[src/rtl/memory_arbiter_pkg.sv]
// Shared types for the cache-side memory arbiter: RAM word, RAM port status,
// and the arbiter FSM state encoding.
package memory_arbiter_pkg;

  typedef logic [31:0] word_t;

  // Status reported by the RAM port every cycle.
  typedef enum logic [1:0] {
    FREE   = 2'd0,
    BUSY   = 2'd1,
    ACCESS = 2'd2,
    ERROR  = 2'd3
  } ramstate_t;

  // Arbiter FSM: idle, icache granted, dcache granted.
  typedef enum logic [1:0] {
    IDLE = 2'd0,
    IGNT = 2'd1,
    DGNT = 2'd2
  } arb_state_t;

  localparam int STARVE_MAX_DEFAULT = 4;

endpackage

[src/rtl/memory_arbiter.sv]
// Arbiter between the icache and dcache for the single RAM port.
// The dcache wins ties, but after STARVE_MAX consecutive dcache completions
// with an icache request pending, the icache is granted next.
//
// Handshake: a cache raises its request line(s) and holds address/data stable
// while its wait is 1; wait drops to 0 for exactly the cycle the RAM reports
// ACCESS, and the load bus is valid only in that cycle. Dropping the request
// before ACCESS aborts the transaction without a completion pulse.
module memory_arbiter
  import memory_arbiter_pkg::*;
#(
  parameter int STARVE_MAX = STARVE_MAX_DEFAULT
) (
  input  logic       CLK,
  input  logic       RST,
  // icache side
  input  logic       iREN,
  input  word_t      iaddr,
  output logic       iwait,
  output word_t      iload,
  // dcache side
  input  logic       dREN,
  input  logic       dWEN,
  input  word_t      daddr,
  input  word_t      dstore,
  output logic       dwait,
  output word_t      dload,
  // RAM side
  output logic       ramREN,
  output logic       ramWEN,
  output word_t      ramaddr,
  output word_t      ramstore,
  input  word_t      ramload,
  input  ramstate_t  ramstate,
  output logic       ram_err,
  // debug visibility of the FSM and starvation counter
  output arb_state_t dbg_state,
  output logic [7:0] dbg_starve
);

  localparam int                CNT_W      = $clog2(STARVE_MAX + 1);
  localparam logic [CNT_W-1:0]  STARVE_LIM = CNT_W'(STARVE_MAX);

  arb_state_t       state;
  logic [CNT_W-1:0] starve_cnt;
  logic             is_write;
  logic             d_req;
  logic             i_forced;

  assign d_req    = dREN | dWEN;
  assign i_forced = iREN && (starve_cnt >= STARVE_LIM);

  assign dbg_state  = state;
  assign dbg_starve = 8'(starve_cnt);

  // Grant FSM, starvation counter, latched dcache access kind and sticky error flag.
  always_ff @(posedge CLK or posedge RST) begin
    if (RST) begin
      state      <= IDLE;
      starve_cnt <= '0;
      is_write   <= 1'b0;
      ram_err    <= 1'b0;
    end else begin
      case (state)
        IDLE: begin
          if (d_req && !i_forced) begin
            state    <= DGNT;
            is_write <= dWEN;
          end else if (iREN) begin
            state <= IGNT;
          end
        end
        IGNT: begin
          if (!iREN) begin
            state <= IDLE;
          end else if (ramstate == ERROR) begin
            ram_err <= 1'b1;
          end else if (ramstate == ACCESS) begin
            starve_cnt <= '0;
            state      <= IDLE;
          end
        end
        DGNT: begin
          if (!d_req) begin
            state <= IDLE;
          end else if (ramstate == ERROR) begin
            ram_err <= 1'b1;
          end else if (ramstate == ACCESS) begin
            state <= IDLE;
            if (iREN) begin
              if (starve_cnt < STARVE_LIM) starve_cnt <= starve_cnt + 1'b1;
            end else begin
              starve_cnt <= '0;
            end
          end
        end
        default: state <= IDLE;
      endcase
    end
  end

  // RAM strobes, address/data steering and completion signalling for the granted cache.
  always_comb begin
    iwait    = 1'b1;
    dwait    = 1'b1;
    iload    = '0;
    dload    = '0;
    ramREN   = 1'b0;
    ramWEN   = 1'b0;
    ramaddr  = '0;
    ramstore = '0;
    case (state)
      IGNT: begin
        if (iREN) begin
          ramaddr = iaddr;
          if (ramstate != ERROR) ramREN = 1'b1;
          if (ramstate == ACCESS) begin
            iwait = 1'b0;
            iload = ramload;
          end
        end
      end
      DGNT: begin
        if (d_req) begin
          ramaddr  = daddr;
          ramstore = dstore;
          if (ramstate != ERROR) begin
            ramWEN = is_write;
            ramREN = !is_write;
          end
          if (ramstate == ACCESS) begin
            dwait = 1'b0;
            dload = is_write ? '0 : ramload;
          end
        end
      end
      default: ;
    endcase
  end

endmodule
[config.mk]
export PLATFORM = sky130hd
export DESIGN_NAME = memory_arbiter
export DESIGN_NICKNAME = d
export VERILOG_FILES = /design/src/rtl/memory_arbiter_pkg.sv /design/src/rtl/memory_arbiter.sv
export SDC_FILE = /design/constraint.sdc
export NUM_CORES = 1
export LEC_CHECK = 0
export CAP_MARGIN = 20
export CORE_AREA = 10 10 101 103
export DETAILED_ROUTE_END_ITERATION = 12
export DIE_AREA = 0 0 111 113
export PLACE_DENSITY = 0.78
export SYNTH_ARGS = -nofsm -noshare
export SYNTH_HDL_FRONTEND = slang
export SYNTH_SLANG_ARGS = --single-unit
[constraint.sdc]
create_clock -name CLK -period 2.7 [get_ports CLK]
set_clock_uncertainty 0.2 [all_clocks]
set_input_delay 0.81 -clock CLK [delete_from_list [all_inputs] [get_ports CLK]]
set_output_delay 0.81 -clock CLK [all_outputs]
set_load 0.02 [all_outputs]
==> results.py <==
metrics = {
    "status": {
        "status": "finished, violations left",
        "violations": "setup timing",
    },
    "power": {
        "p_per_area_nw_per_um2": 587.1,
        "power_leakage_uw": 0.002687,
        "peakVddDrop_mv": 0.5968,
    },
    "clocking": {
        "cts_tree": "yes",
        "ctsHtreeMaxLevel": 1,
        "ctsHoldBuffers": 0,
        "cts_inserted_buffers": 3,
        "clock_sinks": 7,
        "ctsLongestPathBuffers": 2,
        "clock_latency_ps": 220,
        "root_buffer": "clkbuf_8",
        "path_clk_slew_ps": 40,
    },
    "logic_synthesis": {
        "synth_top_family_by_area": "simple AND/OR/NAND/NOR gates",
        "synth_fa_ha_area_frac": 0.03639,
        "ys_ff_latch": 7,
        "synth_compound_area_frac": 0.1994,
        "synthCells": 246,
        "syn_avg_cell_area_um2": 6.988,
        "synth_xor_area_frac": 0,
        "synth.distinct_cells": 32,
        "ys_warn_count": 0,
        "synthMuxAreaShare": 0.01310,
        "syn_area_um2": 1719,
        "ys_seq_area_frac": 0.1019,
        "synth-simple-area-share": 0.5495,
    },
    "drt": {
        "via_per_inst": 4.712,
        "wirelength_um": 16040,
        "antenna_left": 0,
        "drtIter0Drc": 130,
        "vias": 3209,
        "post_drt_wl_per_cell_um": 23.56,
        "firstDrtPassIters": 4,
        "drc": 0,
    },
    "run": {
        "drv_cap": 0,
    },
    "critical_path": {
        "path_cells": "buf_8 > o21a_4 > buf_12 > buf_6 > a22oi_2 > nor2b_1 > buf_4",
        "slowest_delay_ps": 280,
        "cpMaxStageDelayCell": "o21a_4",
        "cp-end-kind": "output pin",
        "critPathTopFamily": "buffers and inverters",
        "crit_cells": 7,
        "r2r_end": "dbg_state[1]",
        "critical_path_class": "input port to output pin",
        "reg2reg_depth": 9,
        "cp.arrival_ps": 1890,
        "r2r_setup_slack_ps": 780,
        "crit_buf_inv": 4,
        "worst_setup_path_start_kind": "input port",
        "r2r_start": "dbg_state[0]",
        "worst-path-max-fanout": 10,
        "required_ps": 1690,
    },
    "global_routing": {
        "grt_first_pass_wirelength_um": 23420,
        "track_usage": 0.2364,
        "grt_pass1_vias": 3601,
        "antenna_found_initial": 0,
        "grt.overflow.total": 0,
        "grt_max_degree": 33,
    },
    "die": {
        "die_x_um": 111,
        "rows": 33,
        "ios": 278,
        "die_area_um2": 12540,
        "die_h_um": 113,
        "core-area_um2": 8134,
        "start_util": 0.2114,
    },
    "sta": {
        "fin_crit_ps": 2899,
        "fin_crit_sh": 1.074,
        "finalHoldViolations": 0,
        "setup_viol": 124,
        "finalMaxSlewViolations": 0,
        "finalWorstSetupSlack_ps": -199.4,
        "max_freq_mhz": 344.9,
        "rsz0062_at_grt": "true",
    },
    "min_path": {
        "hold_class": "flop to flop",
        "holdPathEnd": "ram_err",
        "holdPathStages": 1,
        "min_from": "ram_err",
    },
    "cells_and_area": {
        "multi_input_area_um2": 1959,
        "n_fill_cell": 538,
        "fin_cells": 681,
        "syn_to_final_growth_pct": 258.0,
        "antennaDiodeCount": 0,
        "final_nets": 717,
        "layout-drive-gt1-share": 0.6441,
        "regArea_um2": 175.2,
        "fin_util": 0.7567,
    },
    "placement": {
        "port_buffers": 272,
        "gp_congestion": 0.8291,
        "dpl.hpwl_um": 10810,
        "placed_cells": 623,
    },
}
## Yosys cell counts
| master | instances | area [µm²] |
|---|---|---|
| clkbuf_2 | 5 | 25.02 |
| a32o_1 | 1 | 10.01 |
| o21ai_0 | 1 | 5.000 |
| ha_1 | 5 | 62.56 |
| o2bb2ai_1 | 2 | 17.52 |
| nor3_2 | 1 | 10.01 |
| nor2b_1 | 35 | 219.0 |
| nand3b_1 | 2 | 15.01 |
| a311oi_2 | 1 | 15.01 |
| inv_1 | 4 | 15.01 |
| mux2_1 | 2 | 22.52 |
| buf_2 | 9 | 45.04 |
| a22oi_1 | 32 | 240.2 |
| nand2b_4 | 1 | 13.76 |
| buf_4 | 7 | 52.55 |
| nor3_1 | 1 | 5.000 |
| dfrtp_1 | 7 | 175.2 |
| o31ai_2 | 1 | 12.51 |
| clkbuf_1 | 8 | 30.03 |
| a21oi_1 | 1 | 5.000 |
| a31oi_1 | 1 | 6.260 |
| and3_1 | 35 | 219.0 |
| nor2_1 | 6 | 22.52 |
| nand2_1 | 6 | 22.52 |
| conb_1 | 1 | 3.750 |
| nand3_1 | 1 | 5.000 |
| a21o_1 | 1 | 7.510 |
| nand2_2 | 1 | 6.260 |
| o21ai_1 | 1 | 5.000 |
| and2_1 | 65 | 406.6 |
| o21a_1 | 1 | 7.510 |
| a41o_2 | 1 | 11.26 |
## worst register-to-register path, stage by stage, from the launching register on
cell and delay [ps]:
dfrtp_1 400, buf_6 130, ha_4 150, and2_4 160
buf_6 130, buf_16 140, buf_4 130, nor2_1 110
o31ai_2 80, a21o_1 180
## placed cells by master, fill, tap and decap left out, types with 2 or more instances in the layout
cell type,count
nor2_1,6
and2_1,18
nor2b_2,28
dfrtp_1,7
clkdlybuf4s50_1,135
nand3b_1,2
buf_4,42
nand2_1,5
buf_8,6
nand2_2,2
ha_4,2
buf_2,6
mux2_1,2
conb_1,5
and3_4,32
buf_6,142
clkbuf_8,3
a22oi_2,32
buf_12,11
and3_1,3
and2_4,47
buf_16,7
ha_1,3
o2bb2ai_1,2
nor2b_1,6
inv_1,3
## kinds of logic (layout without fill, tap and decap cells)
kind of cell             after synthesis  after routing
AO/OA/AOI/OAI                         44             44
adder cells (fa/ha/maj)                5              5
buffers and inverters                 33            359
flip-flops                             7              7
multiplexers                           2              2
other                                  1              5
AND/OR/NAND/NOR                      154            154
## final cells by class
type / instances / share of cell area
Clock buffer: 4 / 0.007319
Timing Repair Buffer: 351 / 0.6221
Multi-Input combinational cell: 210 / 0.3184
Inverter: 4 / 0.002440
Tap cell: 105 / 0.02135
Sequential cell: 7 / 0.02846
## state kept, by name, summed over array words and instances (netlist names)
register / count
dbg_state: 2
starve_cnt: 3
is_write: 1
ram_err: 1
## worst max path at each step
stage / start / to
floorplan: iREN / iload[11]
global placement: ramstate[1] / dload[24]
detailed placement: dREN / ramaddr[27]
CTS: dREN / ramaddr[22]
global route: dWEN / ramaddr[8]
finish: dWEN / ramaddr[26]
## where the power goes
part	internal (µW)	total [µW]	switching [µW]
Combinational	1850	3300	1450
Sequential	137	167	29.1
Clock	102	145	43.5
## per-layer routing
metal | share of wire | track usage | wire (µm) | vias up
met4 | 0.025 | 0.05382 | 406 | 0
met1 | 0.35 | 0.2345 | 5628 | 1496
li1 | - | - | - | 1501
met2 | 0.54 | 0.4686 | 8700 | 185
met3 | 0.081 | 0.07079 | 1305 | 27
met5 | 0 | 0 | 0 | -
## metrics by stage
stage          power, µW  instance area, µm²  setup slack (ps)  TNS [ps]  hold WS [ps]
6_report            3613                6155            -199.4    -10370         308.2
5_1_grt             3790                6155            -223.5    -14760         334.7
4_1_cts             3605                6216            -274.6    -15110         315.3
3_5_place_dp        2507                4782             -1000   -118410         301.6
3_3_place_gp        2481                4782            -963.0   -115170         287.9
2_1_floorplan       1372                1839            -12.98    -354.8         314.9
## repair_timing
action	4_1_cts	5_1_grt
endpoints found under the setup margin	132	131
resized for setup	936	26
pin swaps	48	44
cloned	16	1
setup buffers	42	6
Note: power is estimated with default switching activity, not from simulation.
